**src/rtl/maquina_cafe_credito.sv**
```systemverilog
// Coffee vending controller: selection check, pricing, coin credit, brewing, change.
// Optional VENTAS_CONTADOR_EN adds a saturating 16-bit sales counter output (ventas).
module maquina_cafe_credito #(
  parameter int N_TIPOS     = 4,
  parameter int N_TAMANOS   = 3,
  parameter int MAX_AZUCAR  = 5,
  parameter int CRED_W      = 8,
  parameter int PRECIO_BASE = 2,
  parameter int PASO_TIPO   = 1,
  parameter int PASO_TAMANO = 2,
  parameter int PREP_CICLOS = 2,
  parameter int TIMEOUT     = 10
) (
  input  logic              clk,
  input  logic              reset,
  input  logic              sel_valid,
  input  logic [2:0]        tipo_in,
  input  logic [1:0]        tamano_in,
  input  logic [2:0]        nivel_azucar_in,
  input  logic              moneda_valid,
  input  logic [CRED_W-1:0] moneda_valor,
  input  logic              cancelar,
  output logic [CRED_W-1:0] precio,
  output logic [CRED_W-1:0] credito,
  output logic              sel_error,
  output logic              moneda_rechazo,
  output logic              preparando,
  output logic              concentracion,
  output logic              leche,
  output logic              espuma,
  output logic [2:0]        azucar_anadido,
  output logic              listo,
  output logic [CRED_W-1:0] vuelto,
  output logic              vuelto_valid
`ifdef VENTAS_CONTADOR_EN
  ,
  output logic [15:0]       ventas
`endif
);

  typedef enum logic [2:0] {
    IDLE, VALIDAR, ESPERAR_PAGO, PREPARAR, ENTREGAR, DEVOLVER
  } estado_t;

  estado_t state, state_n;

  logic [2:0]        tipo_q, tipo_n;
  logic [1:0]        tamano_q, tamano_n;
  logic [2:0]        azucar_q, azucar_n;
  logic [15:0]       timer_q, timer_n;
  logic [15:0]       prep_q, prep_n;
  logic [CRED_W-1:0] precio_n, credito_n, vuelto_n;
  logic              sel_error_n, rechazo_n, vuelto_valid_n;
  logic              preparando_n, conc_n, leche_n, espuma_n, listo_n;
  logic [2:0]        azucar_out_n;

  logic [CRED_W:0]   suma;
  logic              sel_ok, coin_ok;
  logic [CRED_W-1:0] precio_calc;
  logic [15:0]       dur, dur_m1;

  always_comb begin
    suma = {1'b0, credito} + {1'b0, moneda_valor};
    sel_ok = (tipo_q >= 3'd1) && (32'(tipo_q) <= N_TIPOS)
          && (tamano_q >= 2'd1) && (32'(tamano_q) <= N_TAMANOS)
          && (32'(azucar_q) <= MAX_AZUCAR);
    precio_calc = CRED_W'(PRECIO_BASE)
                + CRED_W'(tipo_q - 3'd1) * CRED_W'(PASO_TIPO)
                + CRED_W'(tamano_q - 2'd1) * CRED_W'(PASO_TAMANO);
    dur = 16'(tamano_q) * 16'(PREP_CICLOS);
    dur_m1 = (dur == 16'd0) ? 16'd0 : dur - 16'd1;
  end

  always_comb begin
    state_n        = state;
    tipo_n         = tipo_q;
    tamano_n       = tamano_q;
    azucar_n       = azucar_q;
    timer_n        = timer_q;
    prep_n         = prep_q;
    precio_n       = precio;
    credito_n      = credito;
    sel_error_n    = 1'b0;
    rechazo_n      = moneda_valid;
    vuelto_n       = '0;
    vuelto_valid_n = 1'b0;
    coin_ok        = 1'b0;
    unique case (state)
      IDLE: begin
        if (sel_valid) begin
          tipo_n   = tipo_in;
          tamano_n = tamano_in;
          azucar_n = nivel_azucar_in;
          state_n  = VALIDAR;
        end
      end
      VALIDAR: begin
        if (sel_ok) begin
          precio_n = precio_calc;
          timer_n  = '0;
          state_n  = ESPERAR_PAGO;
        end else begin
          sel_error_n = 1'b1;
          state_n     = IDLE;
        end
      end
      ESPERAR_PAGO: begin
        coin_ok   = moneda_valid && !suma[CRED_W];
        rechazo_n = moneda_valid && !coin_ok;
        if (coin_ok) begin
          credito_n = suma[CRED_W-1:0];
          timer_n   = '0;
        end else begin
          timer_n = timer_q + 16'd1;
        end
        // payment wins over cancel/timeout; a same-cycle coin is refunded
        if (credito_n >= precio) begin
          prep_n  = dur_m1;
          state_n = PREPARAR;
        end else if (cancelar
                  || (!coin_ok && 32'(timer_n) >= TIMEOUT)) begin
          vuelto_n       = credito_n;
          vuelto_valid_n = (credito_n != '0);
          state_n        = DEVOLVER;
        end
      end
      PREPARAR: begin
        if (prep_q == 16'd0) begin
          if (credito > precio) begin
            vuelto_n       = credito - precio;
            vuelto_valid_n = 1'b1;
          end
          state_n = ENTREGAR;
        end else begin
          prep_n = prep_q - 16'd1;
        end
      end
      ENTREGAR, DEVOLVER: begin
        credito_n = '0;
        precio_n  = '0;
        state_n   = IDLE;
      end
      default: state_n = IDLE;
    endcase

    preparando_n = (state_n == PREPARAR);
    listo_n      = (state_n == ENTREGAR);
    conc_n       = 1'b0;
    leche_n      = 1'b0;
    espuma_n     = 1'b0;
    azucar_out_n = '0;
    if (preparando_n) begin
      azucar_out_n = azucar_n;
      unique case (tipo_n)
        3'd1: ;
        3'd2: leche_n = 1'b1;
        3'd3: conc_n = 1'b1;
        3'd4: {conc_n, leche_n, espuma_n} = 3'b111;
        default: leche_n = 1'b1;
      endcase
    end
  end

  always_ff @(posedge clk or posedge reset) begin
    if (reset) begin
      state          <= IDLE;
      tipo_q         <= '0;
      tamano_q       <= '0;
      azucar_q       <= '0;
      timer_q        <= '0;
      prep_q         <= '0;
      precio         <= '0;
      credito        <= '0;
      sel_error      <= 1'b0;
      moneda_rechazo <= 1'b0;
      preparando     <= 1'b0;
      concentracion  <= 1'b0;
      leche          <= 1'b0;
      espuma         <= 1'b0;
      azucar_anadido <= '0;
      listo          <= 1'b0;
      vuelto         <= '0;
      vuelto_valid   <= 1'b0;
    end else begin
      state          <= state_n;
      tipo_q         <= tipo_n;
      tamano_q       <= tamano_n;
      azucar_q       <= azucar_n;
      timer_q        <= timer_n;
      prep_q         <= prep_n;
      precio         <= precio_n;
      credito        <= credito_n;
      sel_error      <= sel_error_n;
      moneda_rechazo <= rechazo_n;
      preparando     <= preparando_n;
      concentracion  <= conc_n;
      leche          <= leche_n;
      espuma         <= espuma_n;
      azucar_anadido <= azucar_out_n;
      listo          <= listo_n;
      vuelto         <= vuelto_n;
      vuelto_valid   <= vuelto_valid_n;
    end
  end

`ifdef VENTAS_CONTADOR_EN
  always_ff @(posedge clk or posedge reset) begin
    if (reset)
      ventas <= '0;
    else if (state_n == ENTREGAR && ventas != 16'hFFFF)
      ventas <= ventas + 16'd1;
  end
`endif

endmodule

```
**config.mk**
```make
export PLATFORM = sky130hd
export DESIGN_NAME = maquina_cafe_credito
export DESIGN_NICKNAME = d
export VERILOG_FILES = /design/src/rtl/maquina_cafe_credito.sv
export SDC_FILE = /design/constraint.sdc
export NUM_CORES = 1
export LEC_CHECK = 0
export BUFFER_PORTS_ARGS = -buffer_cell sky130_fd_sc_hd__buf_2
export CAP_MARGIN = 20
export CORE_ASPECT_RATIO = 0.75
export CORE_MARGIN = 1.5
export CORE_UTILIZATION = 55
export CTS_CLUSTER_SIZE = 16
export DETAILED_ROUTE_END_ITERATION = 10
export HOLD_SLACK_MARGIN = 0.08
export PLACE_DENSITY = 0.76
export RECOVER_POWER = 25
export SLEW_MARGIN = 5
export SYNTH_ARGS = -nofsm -noshare
export SYNTH_HDL_FRONTEND = slang
export SYNTH_SLANG_ARGS = --single-unit
export TNS_END_PERCENT = 50
```
**constraint.sdc**
```tcl
create_clock -name clk -period 4.7 [get_ports clk]
set_clock_uncertainty 0.2 [all_clocks]
set_input_delay 0.47 -clock clk [delete_from_list [all_inputs] [get_ports clk]]
set_output_delay 0.47 -clock clk [all_outputs]
set_load 0.05 [all_outputs]
```
==> out/results.tsv <==
metric	value	unit
p_leak	2.69	nW
final_net_count	637	
yosysTopAreaCellShare	39.2	%
reg2reg_from	credito[0]$_DFFE_PP0P_	
top_usage_layer	met2	
drt_pass1_iterations	5	
setup_tns	0	ps
rows	29	
die_w	111	microns
area_growth_syn_to_layout	12.3	%
final_area	5450	sq um
irDropWorstVdd	0.461	mV
period_needed	4280	ps
place_area	5190	sq um
wl	10700	microns
slowest_delay	430	ps
seq_area_frac_synth	39.2	%
clk_latency	330	ps
power_density	716	nW/um^2
clock.fmax	0.234	GHz
crit_family	compound AO/OA/AOI/OAI gates	
syn_nets	586	
vias	3999	
violations	max-capacitance violations, max-slew violations	
crit_type	reg2reg	
finalSetupViolCount	0	
drt_iter0_drc	259	
num_io_pins	56	
initial_core_util	56.9	%
hold_buffers	0	
grt_setup_unrepaired	false	
synth_warnings	0	
clkSinkCount	76	
antenna_cells	0	
die_y	84.4	microns
synth.distinct_cells	70	
crit_start	credito[0]$_DFFE_PP0P_	
maxSlewHeadroom	-9.42	%
cts_buffers	9	
cts_resized	0	
grt_max_degree	44	
drcViolationCount	0	
r2r_end	prep_q[0]$_DFFE_PP0P_	
synthArstFlopShare	100	%
vias_per_cell	5.82	
reg2reg_depth	17	
path_cells	ha_1, inv_1, fa_1, nor2b_1, o31a_1, o2111ai_1, nand2_1, mux2i_1, ha_1, nand2b_1, a21o_1, a21oi_1, o211a_1, a211oi_2, nor2_2, inv_1, a22o_1	
grt_pass1_wl	18300	microns
synth-edff-count	0	
avgSynthCellArea	9.26	sq um
clk_path_buf_depth	2	
syn_inst	524	
place.gp.congestion	0.880	
status	finished, violations left	
min_path_cells	3	
cts_tree	built	
hold_start	tamano_in[1]	
hold_path_end	tamano_q[1]$_DFFE_PP0P_	
worstPathMaxFanout	8	
hpwl	7880	microns
post-route-period-util	91.0	%
core	8530	sq um
critPathCaptureType	register	
synth_area	4850	sq um
grt_pass1_vias	3819	
cp_slowest_cell	dfrtp_1	
synth_top_area_cell	dfrtp_1	
h-tree-depth	3	
critPathArrivalTime	4300	ps
finalHoldViolCount	0	
hold_class	in2reg	
grt_use_met2	36.4	%
yosys-top-cells-count	dfrtp_1, o21ai_0, nor2_1	
cp_data_required_time	4720	ps
synth_area_leaders	dfrtp_1, ha_1, o21ai_0	
critPathBufInv	2	
reg2reg_setup_slack	420	ps
grt-ovfl-total	0	
startpoint_type	register	
final_antenna_net_count	0	
cap_violations	1	
yosysMostFrequentCell	dfrtp_1	
layout-drive-gt1-share	15.0	%
ys_dominant_reg_cell	dfrtp_1	
routedWlPerCell	15.5	microns
clkTransAtPathRegs	50	ps
track_usage	24.1	%
io_buffers	55	
antenna_found_initial	0	
grt_util_met3	5.49	%
ys_ff_latch	76	
drv_slew	44	
floorplan.die_area	9410	sq um
clock-root-buffer	clkbuf_16	
gr-usage-met1	34.7	%
post_cts_buffers	0	
tightest_slew	1640	ps
## registers in the layout, summed over array words and instances (netlist names)
name,cells
listo,1
timer_q,16
state,3
espuma,1
sel_error,1
prep_q,16
precio,6
preparando,1
moneda_rechazo,1
concentracion,1
vuelto,8
vuelto_valid,1
azucar_anadido,3
credito,8
tamano_q,2
tipo_q,3
azucar_q,3
leche,1
## worst reg2reg max path, stage by stage (launching register included)
cell	delay, ps
dfrtp_1	430
ha_1	240
inv_1	70
fa_1	400
nor2b_1	170
o31a_1	180
o2111ai_1	130
nand2_1	270
mux2i_1	320
ha_1	270
nand2b_1	150
a21o_1	180
a21oi_1	160
o211a_1	210
a211oi_2	120
nor2_2	290
inv_1	170
a22o_1	230
## worst max-delay path by stage
stage | to | slack [ps] | cells past startpoint
after floorplan | prep_q[1]$_DFFE_PP0P_ | 350 | 19
after global placement | prep_q[0]$_DFFE_PP0P_ | 470 | 18
after detailed placement | prep_q[0]$_DFFE_PP0P_ | 350 | 18
after CTS | prep_q[0]$_DFFE_PP0P_ | 440 | 17
after global routing | prep_q[0]$_DFFE_PP0P_ | 20 | 17
final | prep_q[0]$_DFFE_PP0P_ | 420 | 17
## per-stage QoR
stage	instances	setup slack [ps]	power (W)	utilization [%]	hold WS (ps)
after floorplan	524	351	0.00277	-	267
after global placement	671	475	0.00321	60.9	283
after detailed placement	671	350	0.00327	60.9	281
after global routing	687	20.0	0.00425	63.9	177
final	687	424	0.00391	63.9	154
after CTS	686	444	0.00390	63.9	144
## final cells by class
type	count	area [sq um]
fillers	701	3070
multi-input cells	385	2690
flip-flops and latches	76	1900
repair buffers	61	320
clock buffers	13	240
inverters	42	158
well taps	108	135
clock inverters	2	12.5
## logic make-up (layout without fill, tap and decap cells)
kind of cell | Yosys count | after routing | synth area share [%]
simple gates | 176 | 176 | 19.8
xor+xnor | 26 | 26 | 4.69
flops | 76 | 76 | 39.2
mux | 11 | 11 | 2.37
compound gates | 131 | 131 | 17.2
fa+ha+maj | 41 | 41 | 11.0
buf+inv | 63 | 118 | 5.75
## power by group
part           internal [W]  switching, W
clock              0.000354      0.000249
sequential         0.000848      0.000186
combinational      0.000836       0.00143
## routing by layer
| metal | part of all wire (%) | vias up | wire, microns |
|---|---|---|---|
| li1 | - | 1973 | - |
| met1 | 50 | 1910 | 5340 |
| met2 | 44 | 108 | 4670 |
| met3 | 5.1 | 8 | 548 |
| met4 | 0.96 | 0 | 102 |
| met5 | 0 | - | 0 |
## cells in the final DEF, fill, tap and decap left out, types with 5 or more instances in the layout
master	n
o21ai_0	48
nand3_1	29
o31ai_1	5
a211oi_1	7
xor2_1	13
dfrtp_1	76
nor2b_1	6
xnor2_1	13
or3_1	5
ha_1	38
o41ai_1	5
and2_1	5
nor2_1	44
nand2b_1	6
nand2_1	29
a21oi_1	23
nor3_1	11
buf_2	51
buf_4	5
nand3b_1	5
nor4_1	8
clkbuf_1	8
clkbuf_16	9
mux2i_1	7
o22ai_1	7
inv_1	42
Power figures use the tool's default switching activity.
